## config.mk

```make
export PLATFORM = sky130hd
export DESIGN_NAME = sdft_frame_scheduler_flat
export DESIGN_NICKNAME = d
export VERILOG_FILES = /design/src/rtl/sdft_frame_scheduler_if.sv /design/src/rtl/sdft_frame_scheduler.sv /design/src/flat_wrapper.sv
export SDC_FILE = /design/constraint.sdc
export NUM_CORES = 1
export LEC_CHECK = 0
export CAP_MARGIN = 10
export CELL_PAD_IN_SITES_DETAIL_PLACEMENT = 0
export CELL_PAD_IN_SITES_GLOBAL_PLACEMENT = 1
export CORE_MARGIN = 1.5
export CORE_UTILIZATION = 40
export DETAILED_ROUTE_END_ITERATION = 8
export MAX_ROUTING_LAYER = met4
export PLACE_DENSITY_LB_ADDON = 0.2
export SLEW_MARGIN = 10
export SYNTH_ARGS = -nofsm -noshare
export SYNTH_HDL_FRONTEND = slang
export SYNTH_SLANG_ARGS = --single-unit
```

## constraint.sdc

```tcl
create_clock -name clk -period 7 [get_ports clk]
set_input_delay 1.4 -clock clk [delete_from_list [all_inputs] [get_ports clk]]
set_output_delay 1.4 -clock clk [all_outputs]
set_load 0.01 [all_outputs]
```

## src/rtl/sdft_frame_scheduler_if.sv

```systemverilog
// Handshake between the frame scheduler (master) and the SDFT core (slave):
// sample/launch toward the core, per-bin magnitude results back.
interface sdft_frame_scheduler_if #(
    parameter int DATA_WIDTH = 8,
    parameter int FREQ_BINS  = 16,
    parameter int MAG_WIDTH  = 16
);
    localparam int BIN_W = $clog2(FREQ_BINS);

    logic [DATA_WIDTH-1:0] core_sample;
    logic                  core_start;
    logic                  core_valid;
    logic [BIN_W-1:0]      core_idx;
    logic [MAG_WIDTH-1:0]  core_mag;

    modport master (
        output core_sample,
        output core_start,
        input  core_valid,
        input  core_idx,
        input  core_mag
    );

    modport slave (
        input  core_sample,
        input  core_start,
        output core_valid,
        output core_idx,
        output core_mag
    );
endinterface

```

## src/rtl/sdft_frame_scheduler.sv

```systemverilog
// Sample-rate sequencer for the SDFT core: ADC conversion, core launch and a
// double-buffered magnitude bank that only swaps on a VGA frame boundary.
module sdft_frame_scheduler #(
    parameter int  DIVIDER    = 1000,
    parameter int  ADC_SETTLE = 2,
    parameter int  DATA_WIDTH = 8,
    parameter int  FREQ_BINS  = 16,
    parameter int  MAG_WIDTH  = 16,
    localparam int BIN_W      = $clog2(FREQ_BINS)
) (
    input  logic                   clk,
    input  logic                   reset,
    input  logic [DATA_WIDTH-1:0]  adc,
    output logic                   adc_clk,
    input  logic                   vsync,
    sdft_frame_scheduler_if.master core,
    input  logic [BIN_W-1:0]       rd_idx,
    output logic [MAG_WIDTH-1:0]   rd_mag,
    output logic                   frame_swap,
    output logic                   overrun
);
    localparam int CNT_W  = $clog2(DIVIDER);
    localparam int SET_W  = (ADC_SETTLE > 1) ? $clog2(ADC_SETTLE) : 1;
    localparam int ADDR_W = BIN_W + 1;
    localparam int NWORDS = 2 * FREQ_BINS;

    typedef enum logic [2:0] {
        ST_IDLE,
        ST_CONVERT,
        ST_CAPTURE,
        ST_START,
        ST_WAIT,
        ST_DONE
    } state_t;

    state_t                state_reg, state_next;
    logic [SET_W-1:0]      settle_reg, settle_next;
    logic [CNT_W-1:0]      cnt_reg;
    logic [DATA_WIDTH-1:0] sample_reg;
    logic                  adc_clk_reg;
    logic                  start_reg;
    logic                  back_ready_reg;
    logic                  front_sel_reg;
    logic                  vsync_d_reg;
    logic                  frame_swap_reg;
    logic                  overrun_reg;
    logic [NWORDS-1:0]     written_reg;
    logic                  rd_hit_reg;
    logic [MAG_WIDTH-1:0]  rd_q_reg;
    logic [MAG_WIDTH-1:0]  bank_mem [NWORDS];

    logic              tick;
    logic              rise;
    logic              swap;
    logic              wr_en;
    logic [ADDR_W-1:0] wr_addr;
    logic [ADDR_W-1:0] rd_addr;
    logic [NWORDS-1:0] wr_hit;

    assign tick    = (cnt_reg == CNT_W'(DIVIDER - 1));
    assign rise    = vsync & ~vsync_d_reg;
    assign swap    = rise & back_ready_reg;
    assign wr_en   = (state_reg == ST_WAIT) & core.core_valid;
    // Bank select is the MSB of the address: back bank = ~front_sel.
    assign wr_addr = {~front_sel_reg, core.core_idx};
    assign rd_addr = {front_sel_reg, rd_idx};

    for (genvar gi = 0; gi < NWORDS; gi++) begin : g_wr_hit
        assign wr_hit[gi] = wr_en && (wr_addr == ADDR_W'(gi));
    end

    always_comb begin
        state_next  = state_reg;
        settle_next = '0;
        case (state_reg)
            ST_IDLE:    if (tick) state_next = ST_CONVERT;
            ST_CONVERT: begin
                if (settle_reg == SET_W'(ADC_SETTLE - 1)) state_next = ST_CAPTURE;
                else settle_next = settle_reg + 1'b1;
            end
            ST_CAPTURE: state_next = ST_START;
            ST_START:   state_next = ST_WAIT;
            ST_WAIT: begin
                if (core.core_valid && core.core_idx == BIN_W'(FREQ_BINS - 1))
                    state_next = ST_DONE;
            end
            ST_DONE:    state_next = ST_IDLE;
            default:    state_next = ST_IDLE;
        endcase
    end

    // adc_clk and core_start are decoded from state_next so they leave on a
    // flop and can never glitch, while keeping the state-aligned timing.
    always_ff @(posedge clk) begin
        if (reset) begin
            state_reg      <= ST_IDLE;
            settle_reg     <= '0;
            cnt_reg        <= '0;
            sample_reg     <= '0;
            adc_clk_reg    <= 1'b0;
            start_reg      <= 1'b0;
            back_ready_reg <= 1'b0;
            front_sel_reg  <= 1'b0;
            vsync_d_reg    <= 1'b1;
            frame_swap_reg <= 1'b0;
            overrun_reg    <= 1'b0;
            written_reg    <= '0;
            rd_hit_reg     <= 1'b0;
        end else begin
            state_reg      <= state_next;
            settle_reg     <= settle_next;
            cnt_reg        <= tick ? '0 : cnt_reg + 1'b1;
            adc_clk_reg    <= (state_next == ST_CONVERT);
            start_reg      <= (state_next == ST_START);
            vsync_d_reg    <= vsync;
            frame_swap_reg <= swap;
            if (swap) front_sel_reg <= ~front_sel_reg;
            if (state_reg == ST_DONE) back_ready_reg <= 1'b1;
            else if (swap || state_reg == ST_START) back_ready_reg <= 1'b0;
            if (tick && state_reg != ST_IDLE) overrun_reg <= 1'b1;
            if (state_reg == ST_CAPTURE) sample_reg <= adc;
            written_reg    <= written_reg | wr_hit;
            rd_hit_reg     <= written_reg[rd_addr];
        end
    end

    // Bank storage has no reset; the written_reg flags make never-written
    // (or written-before-reset) entries read back as zero.
    always_ff @(posedge clk) begin
        if (wr_en) bank_mem[wr_addr] <= core.core_mag;
        rd_q_reg <= bank_mem[rd_addr];
    end

    assign adc_clk          = adc_clk_reg;
    assign core.core_start  = start_reg;
    assign core.core_sample = sample_reg;
    assign frame_swap       = frame_swap_reg;
    assign overrun          = overrun_reg;
    assign rd_mag           = rd_hit_reg ? rd_q_reg : '0;
endmodule

```

## src/flat_wrapper.sv

```systemverilog
// flat-port wrapper written by rule: the top's interface ports become plain ports
module sdft_frame_scheduler_flat 
#(
    parameter int  DIVIDER    = 1000,
    parameter int  ADC_SETTLE = 2,
    parameter int  DATA_WIDTH = 8,
    parameter int  FREQ_BINS  = 16,
    parameter int  MAG_WIDTH  = 16,
    localparam int BIN_W      = $clog2(FREQ_BINS)
)
  (clk, reset, adc, adc_clk, vsync, rd_idx, rd_mag, frame_swap, overrun, core_core_sample, core_core_start, core_core_valid, core_core_idx, core_core_mag);
  sdft_frame_scheduler_if #(.DATA_WIDTH(DATA_WIDTH), .FREQ_BINS(FREQ_BINS), .MAG_WIDTH(MAG_WIDTH)) core_i ();
  input  logic clk;
  input  logic reset;
  input  logic [DATA_WIDTH-1:0] adc;
  output logic adc_clk;
  input  logic vsync;
  input  logic [BIN_W-1:0] rd_idx;
  output logic [MAG_WIDTH-1:0] rd_mag;
  output logic frame_swap;
  output logic overrun;
  output wire logic [$bits(core_i.core_sample)-1:0] core_core_sample;
  output wire logic [$bits(core_i.core_start)-1:0] core_core_start;
  input wire logic [$bits(core_i.core_valid)-1:0] core_core_valid;
  input wire logic [$bits(core_i.core_idx)-1:0] core_core_idx;
  input wire logic [$bits(core_i.core_mag)-1:0] core_core_mag;
  assign core_core_sample = core_i.core_sample;
  assign core_core_start = core_i.core_start;
  assign core_i.core_valid = core_core_valid;
  assign core_i.core_idx = core_core_idx;
  assign core_i.core_mag = core_core_mag;
  sdft_frame_scheduler #(.DIVIDER(DIVIDER), .ADC_SETTLE(ADC_SETTLE), .DATA_WIDTH(DATA_WIDTH), .FREQ_BINS(FREQ_BINS), .MAG_WIDTH(MAG_WIDTH)) u_core (.clk(clk), .reset(reset), .adc(adc), .adc_clk(adc_clk), .vsync(vsync), .core(core_i), .rd_idx(rd_idx), .rd_mag(rd_mag), .frame_swap(frame_swap), .overrun(overrun));
endmodule
```

=== After elaboration in Yosys (flattened, before gate mapping) ===
Memory sizes are Yosys's and may differ from the RTL's. A register that Yosys moved wholly into a read port is not among the register bits.
Cells that the tools add are included.

* Bits in writable memories: 512
* Register bits after elaboration: 62
* Bits of input ports: 36
* Latch bits: 0
* Output and inout bits: 28
* Memories: 1
* Word-level logic and storage cells: 116
* Bits in read-only memories: 0

{| class="wikitable"
|+ Memory list
! name !! depth !! width !! read ports !! clocked after memory_dff !! write ports !! RTL line !! text
|-
| u_core.bank_mem || 32 || 16 || 1 || 1 || 1 || sdft_frame_scheduler.sv:50 || <nowiki>logic [MAG_WIDTH-1:0] bank_mem [NWORDS];</nowiki>
|}

* Multiply operators: 0
* Magnitude comparators: 1
* Reduce and logical (&&, ||, !) cells: 41
* Add/subtract/negate cells: 2
* Bitwise operators: 7
* Multiplexer cells: 11
* Shift operators: 0
* Equality and inequality tests: 40
* Divide/modulo/power cells: 0

{| class="wikitable"
|+ Operator list
! cell !! count
|-
| equality test 5 bit (second input constant) || 16
|-
| equality test 5 x 4 -> 1 bit (second input constant) || 8
|-
| logical AND 1 bit || 34
|-
| bitwise OR 32 bit || 1
|-
| equality test 5 x 3 -> 1 bit (second input constant) || 4
|-
| 2-to-1 mux 16 bit || 1
|-
| case mux 3 bit (5 select lines) || 1
|-
| adder 10 x 1 -> 10 bit (second input constant) || 1
|-
| equality test 10 bit (second input constant) || 1
|-
| equality test 5 x 2 -> 1 bit (second input constant) || 2
|-
| equality test 3 x 2 -> 1 bit (second input constant) || 3
|-
| 2-to-1 mux 3 bit || 3
|-
| equality test 3 x 1 -> 1 bit (second input constant) || 2
|-
| equality test 3 bit (second input constant) || 2
|-
| less-than comparator 5 x 6 -> 1 bit (second input constant) || 1
|-
| binary-select mux 1 bit (select 5 bit) || 1
|-
| equality test 5 x 1 -> 1 bit (second input constant) || 1
|-
| logical NOT 5 bit || 1
|-
| 2-to-1 mux 1 bit || 5
|-
| equality test 4 bit (second input constant) || 1
|-
| AND 1 bit || 3
|-
| logical NOT 3 bit || 1
|-
| inverter 1 bit || 3
|-
| nonzero test 3 bit || 1
|-
| other kinds (5) || 5
|}

=== Logic depth before layout (Yosys ltp) ===
* Word-level depth: 6
* Gate-level depth with buffers: 7
* Gate-level depth less buffers: 5

=== Worst setup path after synthesis ===
Ideal clock, no wire load.

* Path type: in2reg
* From: in core_core_valid
* To: mem u_core.bank_mem[15][0] (enable)
* Data arrival time: 3765 ps
* Path buffers: 1
* Stages on the path: 3
* Required time: 6567 ps
* Setup time: 433 ps
* Slack: 2801 ps
* Cell sequence: or4bb_1 -> clkbuf_1 -> nor4_1

* Longest elaborated chain between the ends: 3

{| class="wikitable"
|+ RTL lines
! item !! RTL line !! text
|-
| start, declared || flat_wrapper.sv:24 || <nowiki>input wire logic [$bits(core_i.core_valid)-1:0] core_core_valid;</nowiki>
|-
| AND 1 bit || sdft_frame_scheduler.sv:63 || <nowiki>assign wr_en = (state_reg == ST_WAIT) & core.core_valid;</nowiki>
|-
| 2-to-1 mux 1 bit || sdft_frame_scheduler.sv:130 || <nowiki>if (wr_en) bank_mem[wr_addr] <= core.core_mag;</nowiki>
|-
| 2-to-1 mux 1 bit (not written as such) || sdft_frame_scheduler.sv:130 ||
|-
| end, declared || sdft_frame_scheduler.sv:50 ||
|}

Every way passes these cells.

=== Final worst setup path ===
* From: in core_core_valid
* To: mem u_core.bank_mem[9][2] (enable)

The elaborated chain is that of the path after synthesis.

==> metrics.txt <==
Post-synth top cells=edfxtp_1, mux4_2, dfxtp_1, nor2_1, nand2_1; Via density=~5.3; Initial DRC Count=900; TNS Setup=0 ns; vias in the first global route=about 11,000; Synth Flop Type=edfxtp_1; GRT overflow=0; Slew HR=~22%; post-synthesis sequential area ratio=75.25%; post-synth top area cell=edfxtp_1; PwrDens=278.6 nW/um^2; number of flip-flops in the largest register=a little over 500; Layout Nets=around 1,200; die area=between 50,000 and 60,000 um^2; Core Area=roughly 55,000 um^2; max-cap violation count=0; Routed Antenna Nets=0; FF-to-FF End=u_core.bank_mem[9][2]; Arr. time, crit path=about 4 ns; skew final=0.02244 ns; port bufs=63; global placement routability congestion=about 0.75; Max stage delay on crit path=around 0.86 ns; Initial Util=about two fifths; slowest CP cell=nor2_2; height of the die=240.2 um; final core occ=a little under half; syn_nets=between 1,000 and 1,500; chip width=around 240 um; Synth top area share=68.31%; post-synthesis compound-gate area fraction=1.484%; final setup vio count=0; Yosys reg bits=between 500 and 600; largest net degree at the start of global routing=71; via count=10,570; post-synthesis area per instance=just over 20 um^2; DRT Pass-1 Iters=5; Tcrit/Tclk final=roughly 53%; Post-CTS Setup Bufs=0; count of cell types in the netlist=43; Worst R2R Path Depth=3; Rows=86; Tot GR Track Use=a little under a fifth; Layout area overhead=15.53%; mux cell area share after synthesis=17.16%; H-tree depth=2; cells after synthesis=1,096; min-delay src=u_core.written_reg[14]; yosys synthesis warning count=0; count leader, synth=edfxtp_1; run status=finished, final reports clean; Synth Area in XOR/XNOR=0.3502%; Register-to-Register Setup Slack=about 4.1 ns; async set-or-reset flop fraction in the synthesized netlist=0%; drt wl/cell=around 26 um; clk root buf=clkbuf_16; CTS tree=yes; DP Wirelength=between 20,000 and 30,000 um; Setup crit start kind=input port; clock tree sinks=590; Static Leak=roughly 8.2 nW; CP Capture Type=flop; largest family of logic cells by synthesized area=multiplexers; unrepaired setup endpoints after global routing=false; drt drc=0; Worst VDD drop=about 180 uV; CTS clk-pin slew, worst paths=0.06 ns; Post-CTS Hold Buffers=0; final WL=between 50,000 and 60,000 um; first-pass GRT wire length=between 70,000 and 80,000 um; Worst EP required=approximately 7.2 ns; Ports=64; final hold violations=0; Post-Synthesis Cell Area=around 23,000 um^2; worst hold endpoint=u_core.written_reg[14]; worst-path fanout max=16; worst path cell trace=clkdlybuf4s50_1 > or4bb_1 > or3_1 > nor2_2; worst slew pin tran=between 1 and 1.5 ns; hold path depth=2; crit-path leading delay family=simple AND/OR/NAND/NOR gates; post-CTS sizing=0; HP Class=reg -> reg; crit path time final=between 3 and 4 ns; Worst-Skew Late Latency=0.63 ns; CTS Buffer Depth=3; adder-cell share of the synthesized area=less than 1%; Max Clk Rate=roughly 270 MHz; Crit Reg-Reg Startpoint=u_core.state_reg[2]; Post-synth EDFFs=between 500 and 600; fin. max-slew vios=0; synth top area cells=edfxtp_1, mux4_2, dfxtp_1; simple-gate share of the synthesized area=around 4%; crit path kind=in -> reg; Bufs and invs on worst path=1; layout cells sized above 1=between 20 and 30%; # diodes=0; antenna violations before repair=0; TritonCTS Buffers=60
[power by group]
part	internal (mW)	switching, mW
clock	1.77	1.33
sequential	3.83	0.0103
combinational	0.134	0.171
[area by class of cell]
cell class,count,area (um^2)
clock buffers,77,1617
clock inverters,34,285.3
fillers,4678,29310
inverters,10,37.54
multi-input cells,434,5313
flip-flops and latches,590,16940
well taps,748,935.9
repair buffers,95,877.1
[per-layer routing]
layer	share of wire [%]	GRT usage, %
met5	0	-
met4	1.3	4.002
met3	5.1	3.559
met2	48	29.18
met1	45	25.81
[through the flow]
stage	worst slack [ns]	std cells	hold WS, ns	cell area [um^2]	power, mW
final	3.318	1988	0.4552	26000	7.244
after global routing	3.170	1988	0.4814	26000	7.471
after detailed placement	2.623	1875	0.4434	24080	4.226
after floorplan	2.801	1096	0.4258	22510	4.085
after CTS	3.289	1986	0.4527	25990	7.322
after global placement	2.682	1875	0.4414	24080	4.225
[worst min-delay path: cells and delay by family, from the launching register on]
family,cells,cell delay [ns]
buffers and inverters,1,0.05
DFF,1,0.31
AOI/OAI and AO/OA,1,0.05
[how the worst max path moves through the flow]
stage | from | cells past startpoint | slack (ns) | endpoint
after floorplan | core_core_valid | 3 | 2.80 | u_core.bank_mem[15][0]
after global placement | core_core_valid | 4 | 2.68 | u_core.bank_mem[9][5]
after detailed placement | core_core_valid | 4 | 2.62 | u_core.bank_mem[6][11]
after CTS | core_core_valid | 4 | 3.29 | u_core.bank_mem[9][13]
after global routing | core_core_idx[0] | 4 | 3.17 | u_core.bank_mem[21][2]
final | core_core_valid | 4 | 3.32 | u_core.bank_mem[9][2]
[layout by cell type, fill, tap and decap left out, types with 6 or more instances in the layout]
cell type	instances
a21oi_1	16
and2_1	16
buf_4	30
clkbuf_1	13
clkbuf_16	61
clkdlybuf4s50_1	55
clkinv_1	9
clkinv_2	13
dfxtp_1	78
edfxtp_1	512
inv_1	10
mux2i_1	10
mux4_2	166
nand2_1	64
nand2b_1	6
nand3_1	6
nor2_1	48
nor2_2	18
nor3_1	9
nor3_2	9
o21ba_2	14
xnor2_1	7
[kinds of logic after synthesis]
logic type,after synthesis
AO/OA/AOI/OAI,45
XOR/XNOR,9
adder cells (fa/ha/maj),1
buffers and inverters,72
flip-flops,590
multiplexers,178
AND/OR/NAND/NOR,201
No activity file was read; power rests on OpenSTA's default activity.
